### config.mk
export PLATFORM = sky130hd
export DESIGN_NAME = aes_key_schedule_seq
export DESIGN_NICKNAME = d
export VERILOG_FILES = /design/src/rtl/aes_key_schedule_seq.sv
export SDC_FILE = /design/constraint.sdc
export NUM_CORES = 2
export LEC_CHECK = 0
export CORE_ASPECT_RATIO = 1.1
export CORE_MARGIN = 3
export CORE_UTILIZATION = 40
export CTS_CLUSTER_DIAMETER = 150
export DETAILED_ROUTE_END_ITERATION = 6
export PLACE_DENSITY = 0.64
export SYNTH_ARGS = -nofsm -noshare
export SYNTH_HDL_FRONTEND = slang
export SYNTH_SLANG_ARGS = --single-unit
### constraint.sdc
create_clock -name clk -period 30.7 [get_ports clk]
set_input_delay 4.605 -clock clk [delete_from_list [all_inputs] [get_ports clk]]
set_output_delay 4.605 -clock clk [all_outputs]
set_load 0.05 [all_outputs]
### src/rtl/aes_key_schedule_seq.sv
// Iterative AES-128/192/256 key expansion: one schedule word per clock, one round key per 4 words.
// Optional round-key store with registered read port under `define AES_KS_STORE_EN.
module aes_key_schedule_seq #(
   parameter int unsigned KEY_W  = 256,
   parameter int unsigned MAX_RK = 15
) (
   input  logic              clk,
   input  logic              rst,
   input  logic              start,
   input  logic [1:0]        key_len,
   input  logic [KEY_W-1:0]  key,
   output logic              busy,
   output logic              rk_valid,
   output logic [3:0]        rk_round,
   output logic [127:0]      rk,
   output logic              done,
   output logic              err,
   input  logic [3:0]        rd_addr,
   output logic [127:0]      rd_key
);

   localparam int unsigned WORD_W = 32;
   localparam int unsigned WIN_N  = 8;

   // AES forward S-box, entry x at bits {~x,3'b000} +: 8 (entry 0 is the MSB byte)
   localparam logic [2047:0] SBOX_TBL = {
      128'h637c777bf26b6fc53001672bfed7ab76, 128'hca82c97dfa5947f0add4a2af9ca472c0,
      128'hb7fd9326363ff7cc34a5e5f171d83115, 128'h04c723c31896059a071280e2eb27b275,
      128'h09832c1a1b6e5aa0523bd6b329e32f84, 128'h53d100ed20fcb15b6acbbe394a4c58cf,
      128'hd0efaafb434d338545f9027f503c9fa8, 128'h51a3408f929d38f5bcb6da2110fff3d2,
      128'hcd0c13ec5f974417c4a77e3d645d1973, 128'h60814fdc222a908846eeb814de5e0bdb,
      128'he0323a0a4906245cc2d3ac629195e479, 128'he7c8376d8dd54ea96c56f4ea657aae08,
      128'hba78252e1ca6b4c6e8dd741f4bbd8b8a, 128'h703eb5664803f60e613557b986c11d9e,
      128'he1f8981169d98e949b1e87e9ce5528df, 128'h8ca1890dbfe6426841992d0fb054bb16
   };

   function automatic logic [7:0] sbox(input logic [7:0] x);
      return SBOX_TBL[{~x, 3'b000} +: 8];
   endfunction

   function automatic logic [WORD_W-1:0] sub_word(input logic [WORD_W-1:0] w);
      return {sbox(w[31:24]), sbox(w[23:16]), sbox(w[15:8]), sbox(w[7:0])};
   endfunction

   function automatic logic [7:0] xtime(input logic [7:0] b);
      return {b[6:0], 1'b0} ^ (b[7] ? 8'h1b : 8'h00);
   endfunction

   typedef enum logic {IDLE, RUN} state_t;

   state_t            state_q, state_d;
   logic [255:0]      key_q, key_d;
   logic [1:0]        len_q, len_d;
   logic [5:0]        i_q, i_d;
   logic [2:0]        j_q, j_d;
   logic [7:0]        rcon_q, rcon_d;
   logic [WORD_W-1:0] win_q [WIN_N];
   logic [WORD_W-1:0] win_d [WIN_N];
   logic              busy_d, rk_valid_d, done_d, err_d;
   logic [3:0]        rk_round_d;
   logic [127:0]      rk_d;

   logic [5:0]        nk, last_idx;
   logic [WORD_W-1:0] rot_w, sub_in, sub_out, t_w, key_w, w_new;

   // Key-length decode; last_idx is the index of the final schedule word (4*Nr+3)
   always_comb begin
      nk       = 6'd4;
      last_idx = 6'd43;
      case (len_q)
         2'b01:   begin nk = 6'd6; last_idx = 6'd51; end
         2'b10:   begin nk = 6'd8; last_idx = 6'd59; end
         default: ;
      endcase
   end

   // Next schedule word w[i]; win_q[0] = w[i-1], win_q[Nk-1] = w[i-Nk]
   always_comb begin
      rot_w   = {win_q[0][23:0], win_q[0][31:24]};
      sub_in  = (j_q == 3'd0) ? rot_w : win_q[0];
      sub_out = sub_word(sub_in);
      if (j_q == 3'd0)
         t_w = sub_out ^ {rcon_q, 24'h000000};
      else if (nk == 6'd8 && j_q == 3'd4)
         t_w = sub_out;
      else
         t_w = win_q[0];
      key_w = key_q[{~i_q[2:0], 5'b00000} +: 32];
      w_new = (i_q < nk) ? key_w : (win_q[3'(nk - 6'd1)] ^ t_w);
   end

   always_comb begin
      state_d    = state_q;
      key_d      = key_q;
      len_d      = len_q;
      i_d        = i_q;
      j_d        = j_q;
      rcon_d     = rcon_q;
      win_d      = win_q;
      busy_d     = busy;
      rk_valid_d = 1'b0;
      done_d     = 1'b0;
      rk_round_d = rk_round;
      rk_d       = rk;
      err_d      = err;
      case (state_q)
         IDLE: begin
            if (start) begin
               if (key_len == 2'b11) begin
                  err_d = 1'b1;
               end else begin
                  key_d   = key[KEY_W-1 -: 256];
                  len_d   = key_len;
                  i_d     = 6'd0;
                  j_d     = 3'd0;
                  rcon_d  = 8'h01;
                  err_d   = 1'b0;
                  busy_d  = 1'b1;
                  state_d = RUN;
               end
            end
         end
         RUN: begin
            win_d[0] = w_new;
            for (int k = 1; k < WIN_N; k++) win_d[k] = win_q[k-1];
            i_d = i_q + 6'd1;
            j_d = (j_q == 3'(nk - 6'd1)) ? 3'd0 : j_q + 3'd1;
            if (i_q >= nk && j_q == 3'd0) rcon_d = xtime(rcon_q);
            // Fourth word of a group completes a round key
            if (i_q[1:0] == 2'b11) begin
               rk_d       = {win_q[2], win_q[1], win_q[0], w_new};
               rk_round_d = i_q[5:2];
               rk_valid_d = 1'b1;
            end
            if (i_q == last_idx) begin
               done_d  = 1'b1;
               busy_d  = 1'b0;
               state_d = IDLE;
            end
         end
         default: state_d = IDLE;
      endcase
   end

   always_ff @(posedge clk or posedge rst) begin
      if (rst) begin
         state_q  <= IDLE;
         key_q    <= '0;
         len_q    <= '0;
         i_q      <= '0;
         j_q      <= '0;
         rcon_q   <= '0;
         for (int k = 0; k < WIN_N; k++) win_q[k] <= '0;
         busy     <= 1'b0;
         rk_valid <= 1'b0;
         done     <= 1'b0;
         rk_round <= '0;
         rk       <= '0;
         err      <= 1'b0;
      end else begin
         state_q  <= state_d;
         key_q    <= key_d;
         len_q    <= len_d;
         i_q      <= i_d;
         j_q      <= j_d;
         rcon_q   <= rcon_d;
         win_q    <= win_d;
         busy     <= busy_d;
         rk_valid <= rk_valid_d;
         done     <= done_d;
         rk_round <= rk_round_d;
         rk       <= rk_d;
         err      <= err_d;
      end
   end

`ifdef AES_KS_STORE_EN
   logic [127:0] rk_mem [MAX_RK];
   logic [3:0]   nr;

   assign nr = last_idx[5:2];

   // Round-key store for reverse-order reads; addresses beyond Nr read as zero
   always_ff @(posedge clk or posedge rst) begin
      if (rst) begin
         for (int unsigned n = 0; n < MAX_RK; n++) rk_mem[n] <= '0;
         rd_key <= '0;
      end else begin
         if (rk_valid) rk_mem[rk_round] <= rk;
         if (rd_addr <= nr && 32'(rd_addr) < MAX_RK)
            rd_key <= rk_mem[rd_addr];
         else
            rd_key <= '0;
      end
   end
`else
   logic [3:0] rd_addr_unused;

   assign rd_addr_unused = rd_addr ^ 4'(MAX_RK);
   assign rd_key         = '0;
`endif

endmodule

======== Word-level counts from Yosys, hierarchy flattened ========
Cells that the tools add are included.
word-level totals
  register bits ........................... 668
  word-level logic and storage cells ...... 97
operators by class
  add/sub/neg operators ................... 3
  $lt $le $gt $ge ......................... 3
  eq/ne operators ......................... 12
  shifts and indexed selects .............. 5
  muxes and demuxes ....................... 34
  bitwise logic cells ..................... 11
  reductions and logical operators ........ 9
operators by type and width
  operator                      number
  $shiftx A2048 B12 Y8 const A  4
  $shiftx A256 B9 Y32           1
  $mux W32                      6
  $bmux W32 S3                  1
  $xor A32 B32 Y32              2
  $not A8 Y8                    4
  $mux W8                       3
  $pmux W8 S2                   1
  $mux W6                       2
  $pmux W6 S2                   1
  $mux W1                       11
  $pmux W5 S2                   1
  $mux W3                       3
  $reduce_and A3 Y1             3
  $pmux W4 S2                   1
  $xor A8 B5 Y8                 1
  $add A6 B1 Y6 const B         1
  $eq A2 B2 Y1 const B          3
  $eq A6 B6 Y1                  1
  $ge A6 B4 Y1                  1
  $lt A6 B4 Y1                  1
  $pmux W3 S2                   1
  $reduce_and A2 Y1             3
  $mux W5                       1
  15 further kinds              20

======== Logic depth before layout (Yosys ltp) ========
  word-level depth ........................ 9
  mapped depth ............................ 21
  depth with buffers taken out ............ 17

======== Least setup slack after synthesis ========
No wires, ideal clock.
  kind .................................... input port to flip-flop
  start point ............................. input port start
  end point ............................... register key_q[10]
  library setup time ...................... 65 ps
  data arrival time ....................... 5704 ps
  data required time ...................... 30635 ps
  path slack .............................. 24930 ps
  cell stages on the path ................. 6
  cells stage by stage .................... nand2_1 -> a21oi_1 -> clkbuf_1 -> buf_1 -> nand2_1 -> nand2_1
between the ends
  longest elaborated chain between the ends .. 1
RTL lines
  item                         line  text
  from (decl)                  9     input logic start,
  $reduce_and A3 Y1 (no line)  --
  to (signal assigned)         162   key_q <= key_d;
  to (decl)                    52    logic [255:0] key_q, key_d;
Every way passes these cells.
A chain may end at the register's enable or synchronous reset.

==> qor.yml <==
ant_nets: 0
period_share: 0.2846
finalSetupViolations: 0
endpoint_kind: "async pin"
cpPeakStageDelay_ps: 880
die_h_microns: 355.7
synth_top_area_frac: 0.3760
syn_area_sq_um: 44460
row_count: 127
start_util: 0.4055
cts.root.buffer_cell: "clkbuf_16"
syn_to_final_growth_pct: 15.06
status: "finished with violations"
coreArea_sq_um: 109600
violations: "design-rule violations"
antenna_found_initial: 18
port_buffers: 396
tritoncts: "yes"
pin_count: 529
clk_latency_ps: 670
dp_hpwl_mm: 127.3
crit_required_ps: 31330
final_common_cell: "nand2_1"
tightestPinTransition_ps: 1408
drc_errors: 3
ctsHoldBuffers: 0
grt_max_degree: 133
synth.distinct_cells: 98
report.final.slew_viol_count: 0
avgRoutedWirePerCell_microns: 27.46
setup_tns_ps: 0
rsz0062_at_grt: "false"
drtPass1Iterations: 7
yosysSeqAreaShare: 0.3760
start_kind: "input port"
crit_arrival_ps: 9360
finalWirelength_mm: 184.1
mostFrequentLayoutCells: "nand2_1 (1,356), dfrtp_1 (664), clkdlybuf4s50_1 (396)"
grt_pass1_wl_mm: 269.4
vias: 42330
crit_type: "in -> async"
r2r_slack_ps: 23170
final_net_count: 5522
ys_ff_latch: 668
ys_async_sr_fraction: 1.000
overflow: 0
path_clk_slew_ps: 60
clock_path_buffers: 3
hp-class: "reg -> reg"
whs_ps: 469.9
drive_gt1_frac: 0.1310
cts_setup_buffers: 0
crit_top_cell: "buf_4"
gp_congestion: 1.002
synth_top_flop_cell: "dfrtp_1"
cts.sinks: 668
synth_warnings: 0
skew_ps: 49.11
cp_slowest_cell: "buf_4"
drv_cap: 0
crit_chain: "clkdlybuf4s50_1, inv_8, buf_4, buf_4, buf_4, buf_4"
avgSynthCellArea_sq_um: 8.695
grt_pass1_vias: 39990
die_w_microns: 323.9
die_area_sq_um: 115200
yosys.area.top_type: "dfrtp_1"
max_slew_margin: 0.05549
cts_max_level: 3
post-route-min-period_ps: 8736
grt_use_total: 0.3095
numCtsBuffers: 74
synth_cells: 5113
finalHoldViolations: 0
synthTopCellsByArea: "dfrtp_1 (38%), nand2_1 (11%), mux2_2 (7.0%), mux4_2 (5.5%), buf_4 (2.5%)"
drtIter0Drc: 6008
via_per_inst: 6.312
cts_resized: 0
worstPathMaxFanout: 132
cpLargestDelayFamily: "buffers and inverters"
cp_num_buf_inv: 6
synth_edf_count: 0
fmax_ghz: 0.1145
-- per-layer routing --
metal,GRT usage,vias to the layer above,wire length [microns]
met5,0,-,55
met4,0.1448,10,10330
met3,0.09230,534,21220
met2,0.4728,2657,81470
met1,0.4023,20710,71070
li1,-,18420,-
-- flip-flops by register name, summed over array words and instances, names as in the netlist, 2 cells and up --
register / count
i_q: 6
j_q: 3
key_q: 256
len_q: 2
rcon_q: 8
rk: 128
rk_round: 4
rot_w: 32
win_q: 224
-- cell usage after synthesis, types with 39 or more instances --
cell and n:
clkbuf_1 254, mux2i_1 103, nand3_1 118, a31oi_1 81, inv_1 50, mux4_2 109
a221oi_1 41, o21ai_0 207, a311oi_1 45, ha_1 41, dfrtp_1 668, mux2_2 276
a211oi_1 106, o221ai_1 46, nor2_1 252, buf_1 50, a21oi_1 217, buf_2 143
buf_4 149, o31ai_1 39, o211ai_1 89, nor3_1 106, nand2_1 1357
-- worst register-to-register path: stages, from the launching register on --
cell      delay, ps
dfrtp_1         410
inv_1            70
ha_1            200
buf_4           220
nand2b_4        410
buf_4           700
mux2i_1         980
inv_1           260
ha_1            970
inv_1           600
nor2_1          470
o31ai_1         130
a221o_1         430
a32oi_1         530
a21o_1          190
nand3_1         240
or4_1           540
nand3_1         100
-- cell type report --
type	count	area, sq um
multi-input combinational	3906	25100
sequential	668	16730
fill	10540	58490
timing repair buffer	511	4827
tap	1419	1775
inverter	55	216.5
clock inverter	29	342.8
clock buffer	106	2143
antenna	11	27.53
-- logic make-up after synthesis --
logic type / count (synthesis) / synth area share
compound gates: 1210 / 0.1929
simple gates: 1996 / 0.1863
fa+ha+maj: 41 / 0.01154
other cells: 1 / 0.00008435
buf+inv: 666 / 0.07523
xor+xnor: 37 / 0.007289
mux: 494 / 0.1506
flops: 668 / 0.3760
-- through the flow --
step / cell area [sq um] / worst slack [ps] / utilization / instances
floorplan: 44930 / 7372 / - / 5240
global placement: 48640 / 21090 / 0.4436 / 6559
detailed placement: 48640 / 21090 / 0.4436 / 6559
CTS: 51130 / 21750 / 0.4663 / 6694
global route: 51140 / 21290 / 0.4664 / 6699
finish: 51150 / 21960 / 0.4666 / 6705
-- path summary, 6_finish.rpt --
| path | from | endpoint | cells after the start |
|---|---|---|---|
| setup / recovery | rst | key_q[49] | 6 |
| hold reg to reg | key_q[132] | key_q[132] | 2 |
| max in group clk | key_len[0] | busy | 6 |
| min in group asynchronous | rst | key_q[244] | 2 |
| hold / removal | key_q[132] | key_q[132] | 2 |
| setup reg to reg | j_q[0] | rk[31] | 17 |
Power is not shown: default switching activity piles up to over one toggle a cycle in this logic, so the estimate is an artifact.
